===== src/rtl/io_port_stream_endpoint.sv =====
// -----------------------------------------------------------------------------
// io_port_stream_endpoint
//
// Device-side end of one Data_Memory I/O port pair.
//   TX path : processor I/O writes (cpu_wren + cpu_write_data) are queued in a
//             circular FIFO and drained by an external valid/ready consumer
//             (out_valid / out_ready / out_data).
//   RX path : an external valid/ready producer (in_valid / in_ready / in_data)
//             fills a second circular FIFO whose head word is presented
//             first-word-fall-through on cpu_read_data and popped by cpu_rden.
//   Full/empty flags are exported so upstream logic can annul or stall
//   I/O accesses.
//
// Ports
//   clock           sole clock, all state updates on posedge
//   reset           synchronous, active-high
//   cpu_wren        push request into TX FIFO
//   cpu_write_data  word to push into TX FIFO
//   cpu_write_full  TX FIFO full
//   cpu_rden        pop request from RX FIFO
//   cpu_read_data   RX head word, 0 when empty
//   cpu_read_empty  RX FIFO empty
//   out_valid       TX head valid
//   out_ready       external consumer accepts TX head
//   out_data        TX head word, 0 when empty
//   in_valid        external producer offers a word
//   in_ready        RX FIFO can accept a word
//   in_data         offered word
//   overflow        sticky: cpu_wren seen while TX full
//   underflow       sticky: cpu_rden seen while RX empty
//
// Build option
//   IO_ENDPOINT_ERROR_FLAGS_EN : when defined, overflow/underflow are sticky
//   flops cleared only by reset. When undefined they are tied to 0 and no
//   flops are built. Drop-on-full and return-0-on-empty behaviour is the
//   same either way.
//
// Every output is a function of registered state and reset only; no data or
// handshake input reaches an output combinationally.
// -----------------------------------------------------------------------------
module io_port_stream_endpoint #(
  parameter int WORD_WIDTH = 36,
  parameter int DEPTH      = 4,
  parameter int DEPTH_LOG2 = 2
) (
  input  logic                  clock,
  input  logic                  reset,
  input  logic                  cpu_wren,
  input  logic [WORD_WIDTH-1:0] cpu_write_data,
  output logic                  cpu_write_full,
  input  logic                  cpu_rden,
  output logic [WORD_WIDTH-1:0] cpu_read_data,
  output logic                  cpu_read_empty,
  output logic                  out_valid,
  input  logic                  out_ready,
  output logic [WORD_WIDTH-1:0] out_data,
  input  logic                  in_valid,
  output logic                  in_ready,
  input  logic [WORD_WIDTH-1:0] in_data,
  output logic                  overflow,
  output logic                  underflow
);

  localparam logic [DEPTH_LOG2:0]   COUNT_FULL = (DEPTH_LOG2 + 1)'(DEPTH);
  localparam logic [DEPTH_LOG2:0]   COUNT_ONE  = (DEPTH_LOG2 + 1)'(1);
  localparam logic [DEPTH_LOG2-1:0] PTR_ONE    = DEPTH_LOG2'(1);

  // ---------------------------------------------------------------------------
  // TX FIFO (cpu -> stream)
  // ---------------------------------------------------------------------------
  logic [WORD_WIDTH-1:0] tx_mem [DEPTH];
  logic [DEPTH_LOG2-1:0] tx_wr_ptr;
  logic [DEPTH_LOG2-1:0] tx_rd_ptr;
  logic [DEPTH_LOG2:0]   tx_count;
  logic                  tx_full;
  logic                  tx_empty;
  logic                  tx_push;
  logic                  tx_pop;

  assign tx_full  = (tx_count == COUNT_FULL);
  assign tx_empty = (tx_count == '0);
  // Full is judged on the pre-edge count, so a same-cycle pop does not make
  // room for a write arriving on a full FIFO.
  assign tx_push  = cpu_wren & ~tx_full;
  assign tx_pop   = out_ready & ~tx_empty;

  always_ff @(posedge clock) begin
    if (reset) begin
      tx_wr_ptr <= '0;
      tx_rd_ptr <= '0;
      tx_count  <= '0;
    end else begin
      if (tx_push) tx_wr_ptr <= tx_wr_ptr + PTR_ONE;
      if (tx_pop)  tx_rd_ptr <= tx_rd_ptr + PTR_ONE;
      if (tx_push && !tx_pop) begin
        tx_count <= tx_count + COUNT_ONE;
      end else if (tx_pop && !tx_push) begin
        tx_count <= tx_count - COUNT_ONE;
      end
    end
  end

  // Storage is deliberately not cleared by reset; the count alone decides
  // what is valid.
  always_ff @(posedge clock) begin
    if (tx_push && !reset) begin
      tx_mem[tx_wr_ptr] <= cpu_write_data;
    end
  end

  // ---------------------------------------------------------------------------
  // RX FIFO (stream -> cpu)
  // ---------------------------------------------------------------------------
  logic [WORD_WIDTH-1:0] rx_mem [DEPTH];
  logic [DEPTH_LOG2-1:0] rx_wr_ptr;
  logic [DEPTH_LOG2-1:0] rx_rd_ptr;
  logic [DEPTH_LOG2:0]   rx_count;
  logic                  rx_full;
  logic                  rx_empty;
  logic                  rx_push;
  logic                  rx_pop;

  assign rx_full  = (rx_count == COUNT_FULL);
  assign rx_empty = (rx_count == '0);
  // No pass-through: a full RX refuses input even if the cpu pops this cycle,
  // and a push into an empty RX cannot be read back in the same cycle.
  assign rx_push  = in_valid & ~rx_full;
  assign rx_pop   = cpu_rden & ~rx_empty;

  always_ff @(posedge clock) begin
    if (reset) begin
      rx_wr_ptr <= '0;
      rx_rd_ptr <= '0;
      rx_count  <= '0;
    end else begin
      if (rx_push) rx_wr_ptr <= rx_wr_ptr + PTR_ONE;
      if (rx_pop)  rx_rd_ptr <= rx_rd_ptr + PTR_ONE;
      if (rx_push && !rx_pop) begin
        rx_count <= rx_count + COUNT_ONE;
      end else if (rx_pop && !rx_push) begin
        rx_count <= rx_count - COUNT_ONE;
      end
    end
  end

  always_ff @(posedge clock) begin
    if (rx_push && !reset) begin
      rx_mem[rx_wr_ptr] <= in_data;
    end
  end

  // ---------------------------------------------------------------------------
  // Outputs. Reset forces the idle view immediately, even on the first cycle
  // of a mid-operation reset before the counts have been cleared.
  // ---------------------------------------------------------------------------
  assign out_valid      = ~reset & ~tx_empty;
  assign out_data       = out_valid ? tx_mem[tx_rd_ptr] : '0;
  assign cpu_write_full = ~reset & tx_full;

  assign cpu_read_empty = reset | rx_empty;
  assign cpu_read_data  = cpu_read_empty ? '0 : rx_mem[rx_rd_ptr];
  assign in_ready       = ~reset & ~rx_full;

  // ---------------------------------------------------------------------------
  // Sticky error flags
  // ---------------------------------------------------------------------------
`ifdef IO_ENDPOINT_ERROR_FLAGS_EN
  logic overflow_q;
  logic underflow_q;

  always_ff @(posedge clock) begin
    if (reset) begin
      overflow_q  <= 1'b0;
      underflow_q <= 1'b0;
    end else begin
      if (cpu_wren && tx_full)  overflow_q  <= 1'b1;
      if (cpu_rden && rx_empty) underflow_q <= 1'b1;
    end
  end

  assign overflow  = overflow_q  & ~reset;
  assign underflow = underflow_q & ~reset;
`else
  assign overflow  = 1'b0;
  assign underflow = 1'b0;
`endif

endmodule


===== config.mk =====
export PLATFORM = sky130hd
export DESIGN_NAME = io_port_stream_endpoint
export DESIGN_NICKNAME = d
export VERILOG_FILES = /design/src/rtl/io_port_stream_endpoint.sv
export SDC_FILE = /design/constraint.sdc
export NUM_CORES = 1
export LEC_CHECK = 0
export ABC_AREA = 1
export CORE_MARGIN = 5
export CORE_UTILIZATION = 60
export CTS_BUF_LIST = sky130_fd_sc_hd__clkbuf_16
export DETAILED_ROUTE_END_ITERATION = 7
export MAX_ROUTING_LAYER = met4
export PLACE_DENSITY = 0.85
export SYNTH_ARGS = -nofsm -noshare
export SYNTH_HDL_FRONTEND = slang
export SYNTH_SLANG_ARGS = --single-unit

===== constraint.sdc =====
create_clock -name clock -period 9.6 [get_ports clock]
set_clock_uncertainty 0.1 [all_clocks]
set_input_delay 1.92 -clock clock [delete_from_list [all_inputs] [get_ports clock]]
set_output_delay 1.92 -clock clock [all_outputs]
set_load 0.01 [all_outputs]

### After elaboration in Yosys (flattened, before gate mapping)

Memory sizes are Yosys's and may differ from the RTL's. A register that Yosys moved wholly into a read port is not among the register bits.
Index checks and enable logic that the tools add are counted.

| storage, ports and cells | value |
|---|---|
| flip-flop bits (word level) | 14 |
| RAM bits | 288 |
| input port bits | 78 |
| output and inout bits | 78 |
| memories | 2 |

| operators by class | value |
|---|---|
| $add $sub $neg | 8 |
| equality and inequality tests | 2 |
| muxes and demuxes | 14 |
| bitwise operators | 13 |
| reduce and logical (&&, ||, !) cells | 15 |

Memories:

| memory | words | bits a word | rd ports | clocked after memory_dff | wr ports | RTL line | source |
|---|---|---|---|---|---|---|---|
| rx_mem | 4 | 36 | 1 | 1 | 1 | 114 | `logic [WORD_WIDTH-1:0] rx_mem [DEPTH];` |
| tx_mem | 4 | 36 | 1 | 1 | 1 | 71 | `logic [WORD_WIDTH-1:0] tx_mem [DEPTH];` |

Operators by type and width:

| operator | number |
|---|---|
| two-way mux 36 bit | 2 |
| two-way mux 3 bit | 4 |
| adder 2 x 1 -> 2 bit (second input constant) | 4 |
| two-way mux 2 bit | 4 |
| bitwise AND 1 bit | 7 |
| adder 3 x 1 -> 3 bit (second input constant) | 2 |
| == test 3 bit (second input constant) | 2 |
| logical AND 1 bit | 6 |
| zero test 3 bit | 2 |
| subtractor 3 x 1 -> 3 bit (second input constant) | 2 |
| zero test 1 bit | 5 |
| inverter 1 bit | 5 |
| two-way mux 1 bit | 4 |
| nonzero test 2 bit | 2 |
| bitwise OR 1 bit | 1 |

### Longest topological paths before layout

| logic depth | value |
|---|---|
| depth after elaboration | 7 |
| gate-level depth with buffers | 12 |
| gate-level depth less buffers | 12 |

### Worst setup path after synthesis

OpenSTA, ideal clock, no wires.

| path | value |
|---|---|
| kind | input to output |
| start | input port reset |
| end | output port cpu_read_data[29] |
| arrival time | 2.657 ns |
| required time | 7.580 ns |
| path slack | 4.923 ns |
| stages | 5 |
| buffers on the path | 2 |
| cells stage by stage | buf_2 -> inv_2 -> nand2_4 -> buf_4 -> a21oi_1 |

| on the way | value |
|---|---|
| cells in the longest elaborated chain, start to end | 2 |

Ends and longest elaborated chain:

| item | RTL line | source |
|---|---|---|
| from (decl) | 47 | `input logic reset,` |
| bitwise OR 1 bit | 160 | `assign cpu_read_empty = reset \| rx_empty;` |
| named net cpu_read_empty | 53 | `output logic cpu_read_empty,` |
| two-way mux 36 bit | 161 | `assign cpu_read_data = cpu_read_empty ? '0 : rx_mem[rx_rd_ptr];` |
| to (decl) | 52 | `output logic [WORD_WIDTH-1:0] cpu_read_data,` |

The timed path passes the listed nets, and every way through them passes these cells.

### Final worst setup path

| path | value |
|---|---|
| start | input port reset |
| end | output port out_data[21] |

| on the way | value |
|---|---|
| cells in the longest elaborated chain, start to end | 3 |

Ends and longest elaborated chain:

| item | RTL line | source |
|---|---|---|
| inverter 1 bit | 156 | `assign out_valid = ~reset & ~tx_empty;` |
| bitwise AND 1 bit | 156 |  |
| two-way mux 36 bit | 157 | `assign out_data = out_valid ? tx_mem[tx_rd_ptr] : '0;` |
| to (decl) | 56 | `output logic [WORD_WIDTH-1:0] out_data,` |

No other way between the ends.

==> qor.csv <==
metric,value,unit
clock_latency,0.52,ns
crit_path_top_delay_cell,clkdlybuf4s50_1,
hold_path_class,register to register,
ys_ff_latch,306,
fin_crit_sh,63.69,%
track_usage,22.32,%
drc,0,
wl_per_cell,18.60,um
cts_root_buf,clkbuf_16,
cap_viol_max_count,0,
yosys-top-cells-area,"edfxtp_1 (69%), nor2_1 (9.4%), o21ai_1 (4.9%)",
synthDistinctLibCells,30,
final_cell_mix,"nor2_1 (305), edfxtp_1 (288), clkdlybuf4s50_1 (153)",
cts_resized,0,
grt_overflow,0,
fp.dieW,154.1,um
ant_nets,0,
irDropWorstVdd,0.0001691,V
cts_max_level,1,
power,3623,uW
finalWirelength,26.43,mm
nets,1222,
crit_required,7.58,ns
hold-path-endpoint,rx_rd_ptr[1],
multiInputGateArea,0.002839,mm^2
async_reset_ff_share,0,%
rsz0062_at_grt,no,
ys_seq_area_share,72.32,%
hold_viol,0,
core-area,0.02036,mm^2
place_hpwl,15.37,mm
timing.critical_path.mode_cell,clkdlybuf4s50_1,
critPathCaptureType,output port,
reg2reg_to,tx_mem[3][25],
syn_to_final_growth,18.71,%
layout_commonest_cell,nor2_1,
std_cell_rows,52,
num_vias,7992,
drtIter0Drc,692,
final.setup.tns,0,ns
die_y,154.1,um
regArea,0.009011,mm^2
power_density,245.0,mW/mm^2
worst_pin_slew,1.158,ns
crit_type,input pin to output port,
cp_max_fo,37,
min_from,rx_rd_ptr[1],
timing.final.ws_setup,3.485,ns
cp.arrival,4.09,ns
syn-cell-area,0.01246,mm^2
reg2reg_slack,7.13,ns
slowest_delay,0.60,ns
fill_cells,1285,
p_leak,0.005038,uW
port-buffer-count,153,
dpl_worst_slack,3.494,ns
grt_max_degree,74,
antenna_found_initial,1,
grt_pass1_vias,8118,
outcome,completed,
clockBufferDepth,3,
place_inst,1371,
cts.clk_slew.worst_paths,0.06,ns
holdPathStages,2,
synth_largest_area_cell,edfxtp_1,
netlist.area_leader.share,69.43,%
fin_crit,6.115,ns
post_cts_buffers,0,
dieArea,0.02374,mm^2
start_kind,input pin,
vias_per_cell,5.624,
grt_first_pass_wirelength,41.27,mm
synth_top_flop_cell,edfxtp_1,
yosysWarningCount,0,
avgSynthCellArea,12.57,um^2
syn_inst,991,
path_cells,clkdlybuf4s50_1 -> inv_2 -> nand2_4 -> a21oi_1 -> clkdlybuf4s50_1,
place_congestion,0.7606,
drive_gt1_share,7.217,%
fin_cells,1421,
setup_violations,0,
r2r-start,tx_count[0],
numCtsBuffers,29,
drt-pass1-iter-count,5,
r2r_cells,4,
drv_slew,0,
synth_edf_count,288,
pin_count,156,
initial_core_util,61.17,%
slew_headroom,22.60,%
cts_tree,built,
max_freq,163.5,MHz
hold_buffers,0,
cts_sinks,306,
## per-stage QoR
step                util [%]  instance area [um^2]  hold slack, ns
floorplan                  -                 12460          0.3669
global placement       68.36                 13920          0.3880
detailed placement     68.36                 13920          0.3943
CTS                    72.60                 14790          0.4039
global route           72.62                 14790          0.4194
finish                 72.62                 14790          0.4038
## flip-flops by register name, indices dropped and copies added, names as in the netlist, named ones only
register   flops
tx_wr_ptr      2
tx_count       3
rx_count       3
rx_rd_ptr      2
rx_mem       144
tx_mem       144
rx_wr_ptr      2
tx_rd_ptr      2
## synth_stat cells (6+ instances only)
cell and count:
buf_2 11, nand3_1 8, o21ai_0 24, a21oi_2 13, dfxtp_1 18, buf_4 7
buf_12 12, buf_6 6, edfxtp_1 288, ha_1 10, nor2_1 313, nand2_1 28
o21ai_1 123, a21oi_1 67, inv_1 24, clkbuf_2 14
## worst max-delay path by stage
stage	end	from	depth (start not counted)	slack, ns
floorplan	cpu_read_data[29]	reset	5	4.92
global placement	out_data[17]	reset	5	3.53
detailed placement	out_data[22]	reset	5	3.49
CTS	out_data[22]	reset	5	3.49
global route	out_data[17]	reset	5	3.34
finish	out_data[21]	reset	5	3.49
## kinds of logic (layout without fill, tap and decap cells)
group / after synthesis / after routing / synth area share, %
flops: 306 / 306 / 72.32
compound gates: 229 / 229 / 9.663
other cells: 1 / 3 / 0.03010
buf+inv: 84 / 242 / 5.404
xor+xnor: 1 / 1 / 0.07032
fa+ha+maj: 12 / 12 / 1.326
simple gates: 358 / 358 / 11.19
## report_power, final
part | switching [uW] | internal (uW) | total (uW)
Clock | 442 | 595 | 1040
Combinational | 603 | 386 | 989
Sequential | 37.8 | 1560 | 1600
## layer usage
layer  share of wire [%]  global-route usage [%]  vias up
met4                 2.8                   6.812        0
met3                 7.9                   4.581       67
met2                  52                   39.02      322
met5                   0                       -        -
met1                  38                   26.15     3860
li1                    -                       -     3743
## area by class of cell
| cell class | instances | area share, % |
|---|---|---|
| diodes | 1 | 0.01692 |
| multi-input cells | 602 | 19.20 |
| repair buffers | 163 | 10.86 |
| clock buffers | 29 | 4.907 |
| flip-flops and latches | 306 | 60.94 |
| clock inverters | 20 | 0.9307 |
| inverters | 30 | 0.8630 |
| well taps | 270 | 2.284 |
## worst max-delay path: cells and delay by family
kind                   cells  cell delay (ns)
AO/OA/AOI/OAI              1             0.36
buffers and inverters      3             1.46
AND/OR/NAND/NOR            1             0.32
(Power assumes the default switching activity.)
